`config.mk`:
```
export PLATFORM = sky130hd
export DESIGN_NAME = alu_console
export DESIGN_NICKNAME = d
export VERILOG_FILES = /design/src/rtl/alu_console_pkg.sv /design/src/rtl/alu.sv /design/src/rtl/button_debounce.sv /design/src/rtl/hex2seg.sv /design/src/rtl/alu_console.sv
export SDC_FILE = /design/constraint.sdc
export NUM_CORES = 1
export LEC_CHECK = 0
export BUFFER_PORTS_ARGS = -buffer_cell sky130_fd_sc_hd__buf_2
export CAP_MARGIN = 30
export CORE_ASPECT_RATIO = 1.25
export CORE_MARGIN = 3
export CORE_UTILIZATION = 53
export DETAILED_ROUTE_END_ITERATION = 7
export GPL_TIMING_DRIVEN = 0
export PLACE_DENSITY = 0.71
export SLEW_MARGIN = 20
export SYNTH_ARGS = -nofsm -noshare
export SYNTH_HDL_FRONTEND = slang
export SYNTH_SLANG_ARGS = --single-unit
```
`constraint.sdc`:
```
create_clock -name clk -period 3.6 [get_ports clk]
set_clock_uncertainty 0.15 [all_clocks]
set_input_delay 0.54 -clock clk [delete_from_list [all_inputs] [get_ports clk]]
set_output_delay 0.54 -clock clk [all_outputs]
set_load 0.02 [all_outputs]
```
`src/rtl/alu_console_pkg.sv`:
```
// Shared types and constants for the ALU front-panel console.
package alu_console_pkg;

  typedef enum logic [2:0] {
    S_RESET,
    S_A,
    S_B,
    S_OP,
    S_C
  } state_t;

  // Nibble codes fed to hex2seg for the state-letter digit
  localparam logic [3:0] LET_RESET = 4'h0;
  localparam logic [3:0] LET_A     = 4'hA;
  localparam logic [3:0] LET_B     = 4'hB;
  localparam logic [3:0] LET_OP    = 4'h0;
  localparam logic [3:0] LET_C     = 4'hC;

  // Number of switch presses needed to enter one operand
  function automatic int calc_nchunk(input int data_w, input int chunk_w);
    return data_w / chunk_w;
  endfunction

  // The top switch selects accumulator chaining
  function automatic int chain_sw_idx(input int sw_w);
    return sw_w - 1;
  endfunction

endpackage

```
`src/rtl/alu.sv`:
```
// Combinational ALU: 8-bit opcode, flags = {parity, overflow, negative, carry, zero}.
module alu #(
  parameter int W = 16
) (
  input  logic [W-1:0] a,
  input  logic [W-1:0] b,
  input  logic [7:0]   op,
  output logic [W-1:0] y,
  output logic [4:0]   flags
);

  logic [W:0] wide;
  logic       ovf;

  // Compute the result one bit wider so the carry/borrow falls out of the top bit
  always_comb begin
    wide = '0;
    ovf  = 1'b0;
    case (op)
      8'h00: begin
        wide = {1'b0, a} + {1'b0, b};
        ovf  = (a[W-1] == b[W-1]) && (wide[W-1] != a[W-1]);
      end
      8'h01: begin
        wide = {1'b0, a} - {1'b0, b};
        ovf  = (a[W-1] != b[W-1]) && (wide[W-1] != a[W-1]);
      end
      8'h02:   wide = {1'b0, a & b};
      8'h03:   wide = {1'b0, a | b};
      8'h04:   wide = {1'b0, a ^ b};
      default: wide = '0;
    endcase
    y     = wide[W-1:0];
    flags = {^wide[W-1:0], ovf, wide[W-1], wide[W], (wide[W-1:0] == '0)};
  end

endmodule

```
`src/rtl/button_debounce.sv`:
```
// Synchronises an active-low key, debounces it and emits one pulse per press.
module button_debounce #(
  parameter int DEBOUNCE_CYCLES = 500000
) (
  input  logic clk,
  input  logic reset,
  input  logic key_n,
  output logic press
);

  localparam int CNT_W = $clog2(DEBOUNCE_CYCLES) + 1;

  logic             sync1;
  logic             sync2;
  logic             level;
  logic             armed;
  logic [CNT_W-1:0] count;

  // Synchroniser resets low and 'armed' waits for a seen release, so a key held through reset never fires
  always_ff @(posedge clk) begin
    if (!reset) begin
      sync1 <= 1'b0;
      sync2 <= 1'b0;
      level <= 1'b1;
      armed <= 1'b0;
      count <= '0;
      press <= 1'b0;
    end else begin
      sync1 <= key_n;
      sync2 <= sync1;
      press <= 1'b0;
      if (sync2) armed <= 1'b1;
      if (sync2 != level) begin
        if (count == CNT_W'(DEBOUNCE_CYCLES - 1)) begin
          level <= sync2;
          count <= '0;
          press <= armed & ~sync2;
        end else begin
          count <= count + CNT_W'(1);
        end
      end else begin
        count <= '0;
      end
    end
  end

endmodule

```
`src/rtl/hex2seg.sv`:
```
// Hex nibble to active-low 7-segment pattern, bit 0 = segment a.
module hex2seg (
  input  logic [3:0] nibble,
  output logic [6:0] seg
);

  // Fixed glyph table; b and d are lower case so they differ from 8 and 0
  always_comb begin
    case (nibble)
      4'h0: seg = 7'b1000000;
      4'h1: seg = 7'b1111001;
      4'h2: seg = 7'b0100100;
      4'h3: seg = 7'b0110000;
      4'h4: seg = 7'b0011001;
      4'h5: seg = 7'b0010010;
      4'h6: seg = 7'b0000010;
      4'h7: seg = 7'b1111000;
      4'h8: seg = 7'b0000000;
      4'h9: seg = 7'b0010000;
      4'hA: seg = 7'b0001000;
      4'hB: seg = 7'b0000011;
      4'hC: seg = 7'b1000110;
      4'hD: seg = 7'b0100001;
      4'hE: seg = 7'b0000110;
      default: seg = 7'b0001110;
    endcase
  end

endmodule

```
`src/rtl/alu_console.sv`:
```
// Front-panel ALU console: chunked operand entry, registered result, chaining and 7-seg display.
module alu_console
  import alu_console_pkg::*;
#(
  parameter int DATA_W          = 16,
  parameter int SW_W            = 10,
  parameter int CHUNK_W         = 8,
  parameter int DEBOUNCE_CYCLES = 500000
) (
  input  logic                       clk,
  input  logic                       reset,
  input  logic                       cont,
  input  logic [SW_W-1:0]            sw,
  output logic [7*(DATA_W/4+1)-1:0]  hex_out,
  output logic [4:0]                 flag_leds
);

  localparam int NCHUNK = calc_nchunk(DATA_W, CHUNK_W);
  localparam int IDX_W  = (NCHUNK > 1) ? $clog2(NCHUNK) : 1;
  localparam int NDIG   = DATA_W / 4;
  localparam int CHAIN  = chain_sw_idx(SW_W);
  localparam logic [IDX_W-1:0] IDX_TOP = IDX_W'(NCHUNK - 1);

  state_t             state, state_n;
  logic [DATA_W-1:0]  a_r, a_n, b_r, b_n, c_r, c_n;
  logic [7:0]         op_r, op_n;
  logic [4:0]         flags_r, flags_n;
  logic [IDX_W-1:0]   idx, idx_n;
  logic               press;
  logic [DATA_W-1:0]  alu_y;
  logic [4:0]         alu_flags;
  logic [DATA_W-1:0]  a_prev, b_prev, disp_val;
  logic [3:0]         letter;
  logic               unused_bits;

  assign unused_bits = ^{op_r, sw};

  button_debounce #(.DEBOUNCE_CYCLES(DEBOUNCE_CYCLES)) u_debounce (
    .clk   (clk),
    .reset (reset),
    .key_n (cont),
    .press (press)
  );

  alu #(.W(DATA_W)) u_alu (
    .a     (a_r),
    .b     (b_r),
    .op    (sw[7:0]),
    .y     (alu_y),
    .flags (alu_flags)
  );

  // Operands with the chunk under entry replaced by the live switches
  always_comb begin
    a_prev = a_r;
    b_prev = b_r;
    for (int k = 0; k < NCHUNK; k++) begin
      if (idx == IDX_W'(k)) begin
        a_prev[k*CHUNK_W +: CHUNK_W] = sw[CHUNK_W-1:0];
        b_prev[k*CHUNK_W +: CHUNK_W] = sw[CHUNK_W-1:0];
      end
    end
  end

  // Next-state and register updates, all advanced only by a debounced press
  always_comb begin
    state_n = state;
    a_n     = a_r;
    b_n     = b_r;
    c_n     = c_r;
    op_n    = op_r;
    flags_n = flags_r;
    idx_n   = idx;
    case (state)
      S_RESET: state_n = S_A;
      S_A: if (press) begin
        a_n = a_prev;
        if (idx == '0) begin
          idx_n   = IDX_TOP;
          state_n = S_B;
        end else begin
          idx_n = idx - IDX_W'(1);
        end
      end
      S_B: if (press) begin
        b_n = b_prev;
        if (idx == '0) begin
          idx_n   = IDX_TOP;
          state_n = S_OP;
        end else begin
          idx_n = idx - IDX_W'(1);
        end
      end
      S_OP: if (press) begin
        op_n    = sw[7:0];
        c_n     = alu_y;
        flags_n = alu_flags;
        state_n = S_C;
      end
      S_C: if (press) begin
        if (sw[CHAIN]) begin
          a_n     = c_r;
          state_n = S_B;
        end else begin
          state_n = S_A;
        end
      end
      default: state_n = S_RESET;
    endcase
  end

  // State and operand registers with synchronous active-low clear
  always_ff @(posedge clk) begin
    if (!reset) begin
      state   <= S_RESET;
      a_r     <= '0;
      b_r     <= '0;
      c_r     <= '0;
      op_r    <= '0;
      flags_r <= '0;
      idx     <= IDX_TOP;
    end else begin
      state   <= state_n;
      a_r     <= a_n;
      b_r     <= b_n;
      c_r     <= c_n;
      op_r    <= op_n;
      flags_r <= flags_n;
      idx     <= idx_n;
    end
  end

  // Pick the state letter, value digits and flag LEDs for the current state
  always_comb begin
    letter    = LET_RESET;
    disp_val  = '0;
    flag_leds = '0;
    case (state)
      S_A:  begin letter = LET_A;  disp_val = a_prev; end
      S_B:  begin letter = LET_B;  disp_val = b_prev; end
      S_OP: begin letter = LET_OP; disp_val = DATA_W'(sw[7:0]); end
      S_C:  begin letter = LET_C;  disp_val = c_r; flag_leds = flags_r; end
      default: begin letter = LET_RESET; disp_val = '0; end
    endcase
  end

  for (genvar g = 0; g <= NDIG; g++) begin : g_dig
    if (g == NDIG) begin : g_letter
      hex2seg u_seg (.nibble(letter), .seg(hex_out[g*7 +: 7]));
    end else begin : g_value
      hex2seg u_seg (.nibble(disp_val[g*4 +: 4]), .seg(hex_out[g*7 +: 7]));
    end
  end

endmodule
```
==> impl_metrics.ini <==
[finish]
ff_latch_area_sq_um = 1640
nNetsFinal = 1163
n_antenna_cell = 0
drive_above_1_share_pct = 20.6
utilization_pct = 65.8
syn_to_final_growth_pct = 19.5
final_cell_mix = nor2_1, inv_1, ha_1
nFillCells = 1184
multi_input_area_sq_um = 5660
mostFrequentLayoutCell = nor2_1

[synthesis]
synth-simple-area-share_pct = 18.9
synth_top_area_share_pct = 21.9
ys_ff_latch = 81
synthArstFlopShare_pct = 0
syn_area_per_cell_sq_um = 7.54
synth_top_family_by_area = compound AO/OA/AOI/OAI gates
yosys.area.top_type = dfxtp_1
ys.flop_type = dfxtp_1
synth-seq-area-share_pct = 21.9
synth-compound-area-share_pct = 29.9
synthesis.area_sq_um = 7420
ys_warn_count = 0
synth_edf_count = 0
synthTopCellsByArea = dfxtp_1, ha_1, nor2_1
synth-xor-area-share_pct = 3.78
synthMuxAreaShare_pct = 4.17
synthAdderAreaFrac_pct = 14.2
yosysUniqueCellTypes = 79
syn_inst = 984

[clocking]
cts_buffer_depth = 2
cts-hold-fix-buffers = 0
clk_latency_ns = 0.34
cts.clk_slew.worst_paths_ns = 0.07
cts-buffers-inserted = 9
tritoncts = yes
cts_root_buf = clkbuf_16
clock-sinks = 81
h-tree-depth = 3

[power]
total_power_mw = 3.46
power.share.clock_pct = 27.9
intPower_mw = 2.07
powerDensity_nw_per_um2 = 391
combPwrFrac_pct = 45.3
swShare_pct = 40.3
peakVddDrop_uv = 375
p_switching_mw = 1.39
p_seq_share_pct = 26.7
p_leak_nw = 3.60

[worst_setup_path]
slowest_stage = a2111o_1
rrSetupSlack_ns = -0.18
path_class = reg -> reg
cp-startpoint = b_r[1]
cp_max_fo = 3
cp.required_ns = 3.71
slowest_delay_ns = 0.48
cp_cell_sequence = inv_4 -> ha_4 -> o21ba_4 -> a2111o_1 -> a2111oi_4 -> nor2_2 -> a221oi_4 -> buf_6 -> a311oi_2 -> buf_4 -> nor2_4 -> ha_4 -> xnor2_2 -> xnor2_1 -> xnor2_1 -> a211oi_1
cp-end-kind = register
crit_arrival_ns = 3.89
r2r-start = b_r[1]
startpoint_type = register

[timing]
hold_viol = 0
max_freq_mhz = 265
setup_viol = 1
drv_slew = 0
period_share_pct = 105
rsz0062_at_grt = yes
min_period_ns = 3.78
setup_tns_ns = -0.179
layout_setup_ws_ns = -0.179
whs_ns = 0.246
worst_pin_slew_ns = 0.775
relSlewSlack_pct = 48.3

[grt]
grtUsageTotal_pct = 30.8
grt_antenna_before_repair = 0
grt_overflow = 0
grt_max_degree = 16
grt_pass1_wl_um = 38900
grt_pass1_vias = 7585

[die]
coreArea_sq_um = 13500
die_x_um = 112
fp-row-count = 47
dieHeight_um = 138
die_area_sq_um = 15500
pin_count = 53
floorplan.initialDensity_pct = 55.1

[routing]
wire_per_inst_um = 19.7
drc_errors = 0
dr_total_vias = 7870
wirelength_um = 24400
via_per_inst = 6.33
drt_iter0_drc = 838
ant_nets = 0
drtPass1Iterations = 8

[placement]
place.detailed.hpwl_um = 18200
place_congestion = 0.972
port-buffer-count = 47

[status]
violations = negative setup slack
outcome = finished, violations left

[min_path]
hp-start = cont
hp-class = in -> reg

[flow_run]
maxCapViolations = 0
-- kinds of logic (layout without fill, tap and decap cells) --
family | count (synthesis) | after routing
muxes | 27 | 27
adders and majority gates | 83 | 83
xor gates and xnor gates | 32 | 32
DFF | 81 | 81
buffers and inverters | 137 | 224
and+or+nand+nor | 305 | 305
other | 1 | 2
AOI/OAI and AO/OA | 318 | 318
-- cell type report --
class                           count  share of cell area, %
Buffer                             50                   2.82
Clock buffer                       10                   2.70
Clock inverter                      6                  0.847
Inverter                           82                   3.60
Multi-Input combinational cell    767                   63.9
Sequential cell                    81                   18.5
Tap cell                          171                   2.41
Timing Repair Buffer               76                   5.18
-- final timing paths --
path	end	cells past startpoint
setup reg to reg	flags_r[4]	16
setup / recovery	flags_r[4]	16
hold reg to reg	u_debounce.sync2	1
hold / removal	u_debounce.sync1	2
-- power groups by stage --
stage	clock network [mW]	logic (mW)	registers, mW
5_1_grt	0.999	1.70	0.926
3_3_place_gp	0	1.35	0.940
6_report	0.968	1.57	0.925
3_5_place_dp	0	1.36	0.941
2_1_floorplan	0	0.974	0.939
4_1_cts	0.968	1.48	0.924
-- layer usage --
layer	up-vias	global-route usage, %	wire, um
li1	3699	-	-
met1	3713	37.3	9380
met2	370	52.6	11900
met3	88	3.41	1600
met4	0	17.4	1590
met5	-	0	0
-- cells in the mapped netlist (9+ instances only) --
cell type / instances
inv_1: 77
a21o_1: 9
dfxtp_1: 81
nor2b_1: 9
o22ai_1: 12
o221a_2: 18
o21a_1: 9
mux2i_1: 23
and3_1: 13
a21oi_1: 75
a31oi_1: 20
clkbuf_1: 48
xor2_1: 11
nand3_1: 20
xnor2_1: 21
o31ai_1: 11
nor3_1: 16
a211oi_1: 18
ha_1: 81
a22oi_1: 18
o21ai_0: 58
nand2_1: 63
nand4_1: 9
nor2_1: 139
-- worst max-delay path: cells and delay by family, from the launching register on --
| kind | cells | cell delay, ns |
|---|---|---|
| fa+ha+maj | 2 | 0.45 |
| buf+inv | 3 | 0.38 |
| flops | 1 | 0.36 |
| xor+xnor | 3 | 0.40 |
| simple gates | 2 | 0.20 |
| compound gates | 6 | 1.76 |
-- sequential cells by signal, summed over array words and instances (netlist names) --
| signal | cells |
|---|---|
| a_r | 16 |
| u_debounce.level | 1 |
| u_debounce.press | 1 |
| state | 3 |
| idx | 1 |
| u_debounce.sync2 | 1 |
| c_r | 15 |
| b_r | 16 |
| u_debounce.armed | 1 |
| u_debounce.count | 20 |
| u_debounce.sync1 | 1 |
| flags_r | 5 |
-- per-stage QoR --
step	area, sq um	worst slack (ns)	std cells
detailed placement	7890	-0.661	1204
floorplan	7430	-0.0237	985
global route	8860	-0.335	1243
finish	8860	-0.179	1243
global placement	7880	-0.645	1203
CTS	8650	-0.135	1236
-- repair_timing --
item | CTS | global route
endpoints found under the hold margin | 0 | 0
endpoints found under the setup margin | 30 | 24
pin swaps | 18 | 17
resized for setup | 81 | 53
buffers inserted | 21 | 7
(Power assumes the default switching activity.)
